<file path="src/rtl/mem_arbiter.sv">
// Two-port (fetch/data) arbiter onto a single pipelined memory port.
// Data wins by default; a waiting fetch is forced through after MAX_STREAK data grants.
module mem_arbiter #(
  parameter int unsigned RD_LAT     = 1,
  parameter int unsigned MAX_STREAK = 2
) (
  input  logic        clk,
  input  logic        rst_n,

  input  logic        if_req,
  input  logic [31:0] if_addr,
  output logic        if_gnt,
  output logic        if_rvalid,
  output logic [31:0] if_rdata,

  input  logic        d_req,
  input  logic        d_we,
  input  logic [31:0] d_addr,
  input  logic [31:0] d_wdata,
  output logic        d_gnt,
  output logic        d_rvalid,
  output logic [31:0] d_rdata,

  output logic        mem_en,
  output logic        mem_we,
  output logic [31:0] mem_addr,
  output logic [31:0] mem_wdata,
  input  logic [31:0] mem_rdata
);

  localparam logic [2:0] StreakMax = 3'(MAX_STREAK);

  logic [2:0]        streak_q, streak_d;
  logic [RD_LAT-1:0] ret_valid_q, ret_valid_d;
  logic [RD_LAT-1:0] ret_fetch_q, ret_fetch_d;

  logic fetch_first;
  logic rd_push;
  logic ret_valid;
  logic ret_fetch;

  // Grants are gated by rst_n so nothing leaks onto the memory bus during reset.
  always_comb begin
    if_gnt      = 1'b0;
    d_gnt       = 1'b0;
    fetch_first = (streak_q == StreakMax);
    if (rst_n) begin
      if (if_req && (!d_req || fetch_first)) begin
        if_gnt = 1'b1;
      end else if (d_req) begin
        d_gnt = 1'b1;
      end
    end
  end

  always_comb begin
    mem_en    = if_gnt | d_gnt;
    mem_we    = d_gnt & d_we;
    mem_addr  = 32'h0;
    mem_wdata = 32'h0;
    if (if_gnt) begin
      mem_addr = if_addr;
    end else if (d_gnt) begin
      mem_addr  = d_addr;
      mem_wdata = d_wdata;
    end
  end

  // Streak counts data grants that overtook a pending fetch.
  always_comb begin
    streak_d = streak_q;
    if (!if_req || if_gnt) begin
      streak_d = 3'd0;
    end else if (d_gnt && (streak_q < StreakMax)) begin
      streak_d = streak_q + 3'd1;
    end
  end

  // Every grant pushes one entry; stores push an invalid one to keep timing uniform.
  always_comb begin
    rd_push        = if_gnt | (d_gnt & ~d_we);
    ret_valid_d    = ret_valid_q;
    ret_fetch_d    = ret_fetch_q;
    ret_valid_d[0] = rd_push;
    ret_fetch_d[0] = if_gnt;
    for (int i = 1; i < RD_LAT; i++) begin
      ret_valid_d[i] = ret_valid_q[i-1];
      ret_fetch_d[i] = ret_fetch_q[i-1];
    end
  end

  always_ff @(posedge clk or negedge rst_n) begin
    if (!rst_n) begin
      streak_q    <= 3'd0;
      ret_valid_q <= '0;
      ret_fetch_q <= '0;
    end else begin
      streak_q    <= streak_d;
      ret_valid_q <= ret_valid_d;
      ret_fetch_q <= ret_fetch_d;
    end
  end

  always_comb begin
    ret_valid = ret_valid_q[RD_LAT-1];
    ret_fetch = ret_fetch_q[RD_LAT-1];
    if_rvalid = ret_valid & ret_fetch;
    d_rvalid  = ret_valid & ~ret_fetch;
    if_rdata  = if_rvalid ? mem_rdata : 32'h0;
    d_rdata   = d_rvalid ? mem_rdata : 32'h0;
  end

endmodule

</file>
<file path="config.mk">
export PLATFORM = sky130hd
export DESIGN_NAME = mem_arbiter
export DESIGN_NICKNAME = d
export VERILOG_FILES = /design/src/rtl/mem_arbiter.sv
export SDC_FILE = /design/constraint.sdc
export NUM_CORES = 1
export LEC_CHECK = 0
export CELL_PAD_IN_SITES_DETAIL_PLACEMENT = 1
export CELL_PAD_IN_SITES_GLOBAL_PLACEMENT = 1
export CORE_UTILIZATION = 10
export CTS_CLUSTER_DIAMETER = 120
export DETAILED_ROUTE_END_ITERATION = 8
export PLACE_DENSITY_LB_ADDON = 0.1
export SLEW_MARGIN = 40
export SYNTH_ARGS = -nofsm -noshare
export SYNTH_HDL_FRONTEND = slang
export SYNTH_SLANG_ARGS = --single-unit
</file>
<file path="constraint.sdc">
create_clock -name clk -period 1.9 [get_ports clk]
set_input_delay 0.38 -clock clk [delete_from_list [all_inputs] [get_ports clk]]
set_output_delay 0.38 -clock clk [all_outputs]
set_load 0.01 [all_outputs]
</file>
==> results.py, run 1 <==
metrics = {
    "yosys": {
        "synth_area_um2": 1360,
        "yosysUniqueCellTypes": 26,
        "async_reset_ff_frac": 1.00,
        "ys_seq_area_frac": 0.0917,
        "synth_ff_type": "dfrtp_1",
        "syn_nets": 313,
        "yosysWarnings": 0,
        "avgSynthCellArea_um2": 7.66,
        "synth-seq-cells": 5,
        "postSynthCellCount": 178,
        "synth_edf_count": 0,
    },
    "global_route": {
        "grt_start_max_net_pins": 34,
        "grt_pass1_vias": 2898,
        "grt_use_total": 0.154,
        "antenna_found_initial": 1,
        "grt-ovfl-total": 0,
        "grt_pass1_wl_um": 16500,
    },
    "power": {
        "power.density_nw_per_um2": 281,
        "pwr-share-comb": 0.686,
        "p_sw_frac": 0.279,
        "p_clk_frac": 0.237,
        "leakagePower_nw": 2.52,
        "p_seq_frac": 0.077,
        "p_switching_uw": 414,
        "ir_drop_v": 0.000178,
        "p_int_mw": 1.07,
    },
    "sta": {
        "rsz0062_at_grt": "yes",
        "fmax_mhz": 460,
        "setup_slack_ns": -0.272,
        "finalMaxSlewViolations": 0,
        "fin_crit_ns": 2.17,
        "period_share": 1.14,
        "finalClockSkew_ns": 0.00190,
        "setup_viol": 68,
        "hold_violations": 0,
        "worstMarginPinSlew_ns": 0.255,
        "tns_ns": -15.19,
        "maxSlewHeadroom": 0.830,
    },
    "die": {
        "core-area_um2": 13300,
        "start_util": 0.103,
        "dieArea_um2": 14100,
        "core.rowCount": 42,
        "ios": 267,
        "die_y_um": 119,
        "dieWidth_um": 119,
    },
    "layout": {
        "nNetsFinal": 616,
        "fin_cells": 657,
        "multi_input_area_um2": 1340,
        "synthToLayoutAreaGrowth_pct": 287,
        "fill_cells": 1513,
        "regArea_um2": 126,
        "drive_gt1_frac": 0.415,
        "finalInstanceArea_um2": 5280,
    },
    "critical_path": {
        "crit_path_end_kind": "primary output",
        "worstPathArrival_ns": 1.79,
        "path_max_fanout": 7,
        "path_class": "register to primary output",
        "reg2regPathDepth": 7,
        "cp.required_ns": 1.52,
        "crit_path_start_kind": "register",
    },
    "detailed_routing": {
        "vias": 2637,
        "totalWireLength_um": 11500,
        "via_per_inst": 4.01,
        "drc": 0,
        "dr.pass1.iters": 3,
        "ant_nets": 0,
        "wl_per_cell_um": 17.5,
        "detailedRoute.firstIterationViolations": 51,
    },
    "worst_hold_path": {
        "hp-class": "input port to async pin",
    },
    "clocking": {
        "clk_pin_slew_ns": 0.03,
        "worstSkewPairLatency_ns": 0.23,
        "cts_root_buffer": "clkbuf_16",
        "hold_buffers": 0,
        "cts_tree": "built",
        "cts.sinks": 5,
        "cts_buffer_depth": 2,
        "h-tree-depth": 1,
        "numCtsBuffers": 3,
    },
    "placement": {
        "dp_cells": 620,
        "dpl.hpwl_um": 8300,
        "numPortBuffers": 266,
        "placed_area_um2": 4330,
        "gp_congestion": 0.711,
    },
    "run_status": {
        "status": "finished with violations",
        "violations": "setup timing",
    },
    "job": {
        "max_cap_viol_count": 0,
    },
}
## through the flow
step	setup WS [ns]	total power [mW]	hold WS [ns]	util
global placement	-0.738	0.924	0.565	0.326
global route	-0.335	1.56	0.270	0.397
finish	-0.272	1.48	0.246	0.397
floorplan	0.00637	0.352	0.0844	-
CTS	-0.278	1.43	0.250	0.370
detailed placement	-0.722	0.929	0.586	0.326
## metal layers
layer  GRT usage  up-vias  part of all wire
met3      0.0454       11             0.089
met5           0        -                 0
met1       0.144     1233              0.33
li1            -     1239                 -
met4      0.0372        0             0.014
met2       0.318      154              0.56
## final timing paths
| path | from | to | slack (ns) |
|---|---|---|---|
| min | rst_n | streak_q[2] | 0.25 |
| min reg2reg | streak_q[2] | streak_q[2] | 0.62 |
| min in group clk | if_req | streak_q[2] | 0.57 |
| max reg2reg | streak_q[1] | streak_q[0] | 0.17 |
| max | streak_q[0] | mem_en | -0.27 |
| max in group asynchronous | rst_n | ret_fetch | 1.52 |
## power by group through the flow
stage	Clock (mW)	Sequential [mW]	Combinational, mW
3_5_place_dp	0	0.115	0.814
2_1_floorplan	0	0.116	0.236
3_3_place_gp	0	0.114	0.809
4_1_cts	0.358	0.114	0.959
6_report	0.351	0.114	1.02
5_1_grt	0.367	0.115	1.07
## logic make-up (layout without fill, tap and decap cells)
group	count (synthesis)	after routing	synth area share
flops	5	5	0.0917
fa+ha+maj	2	2	0.0183
simple gates	107	107	0.494
compound gates	40	40	0.294
mux	1	1	0.00734
other cells	0	1	0
buf+inv	23	325	0.0945
## area by class of cell
| cell class | instances | area share |
|---|---|---|
| timing repair buffer | 317 | 0.663 |
| multi-input combinational | 150 | 0.253 |
| tap | 176 | 0.0417 |
| sequential | 5 | 0.0240 |
| clock buffer | 4 | 0.0149 |
| inverter | 4 | 0.00285 |
| antenna | 1 | 0.000474 |
## cells in the final DEF, fill, tap and decap left out, types with 3 or more instances in the layout
master | Yosys | routed
a22o_2 | 32 | 16
a22o_4 | 0 | 16
and2_1 | 66 | 33
and2_4 | 0 | 33
and3_1 | 32 | 32
buf_12 | 0 | 10
buf_16 | 0 | 7
buf_4 | 3 | 23
buf_6 | 4 | 72
clkbuf_16 | 0 | 6
clkdlybuf4s15_1 | 0 | 44
clkdlybuf4s50_1 | 0 | 129
dfrtp_1 | 5 | 4
dlygate4sd2_1 | 0 | 25
inv_2 | 0 | 3
## timing repair
action	in CTS	in global routing
setup endpoints to repair	134	120
setup buffers	16	6
resized for setup	458	88
pin swaps	3	31
cloned	9	3
## worst max-delay path, stage by stage (launching register included)
cell and delay [ns]:
dfrtp_1 0.37, inv_2 0.09, ha_4 0.15, nand2b_4 0.07
o21ba_4 0.25, buf_12 0.14, buf_16 0.13, or2_4 0.22
buf_6 0.12
## sequential cells by signal, summed over array words and instances, names as in the netlist
signal / cells
ret_fetch: 1
streak_q: 3
ret_valid: 1
## cells in the mapped netlist, drive strengths merged, types with 2 or more instances
cell	number	area (µm²)
a21oi	2	10.0
a22o	32	320
and2	66	413
and3	32	200
buf	8	72.6
clkbuf	11	41.3
dfrtp	5	125
ha	2	25.0
inv	4	15.0
nand2b	2	20.0
nor2	2	7.51
(Power assumes the default switching activity.)
==> run 2: changes to the inputs <==
--- a/config.mk
+++ b/config.mk
@@ -5,13 +5,14 @@
 export SDC_FILE = /design/constraint.sdc
 export NUM_CORES = 1
 export LEC_CHECK = 0
+export ABC_CLOCK_PERIOD_IN_PS = 1900
 export CELL_PAD_IN_SITES_DETAIL_PLACEMENT = 1
 export CELL_PAD_IN_SITES_GLOBAL_PLACEMENT = 1
 export CORE_UTILIZATION = 10
 export CTS_CLUSTER_DIAMETER = 120
 export DETAILED_ROUTE_END_ITERATION = 8
 export PLACE_DENSITY_LB_ADDON = 0.1
-export SLEW_MARGIN = 40
+export SLEW_MARGIN = 20
 export SYNTH_ARGS = -nofsm -noshare
 export SYNTH_HDL_FRONTEND = slang
 export SYNTH_SLANG_ARGS = --single-unit
==> results of run 2 <==
Same layout as run 1: the final DEF is identical, and so are final timing and power.
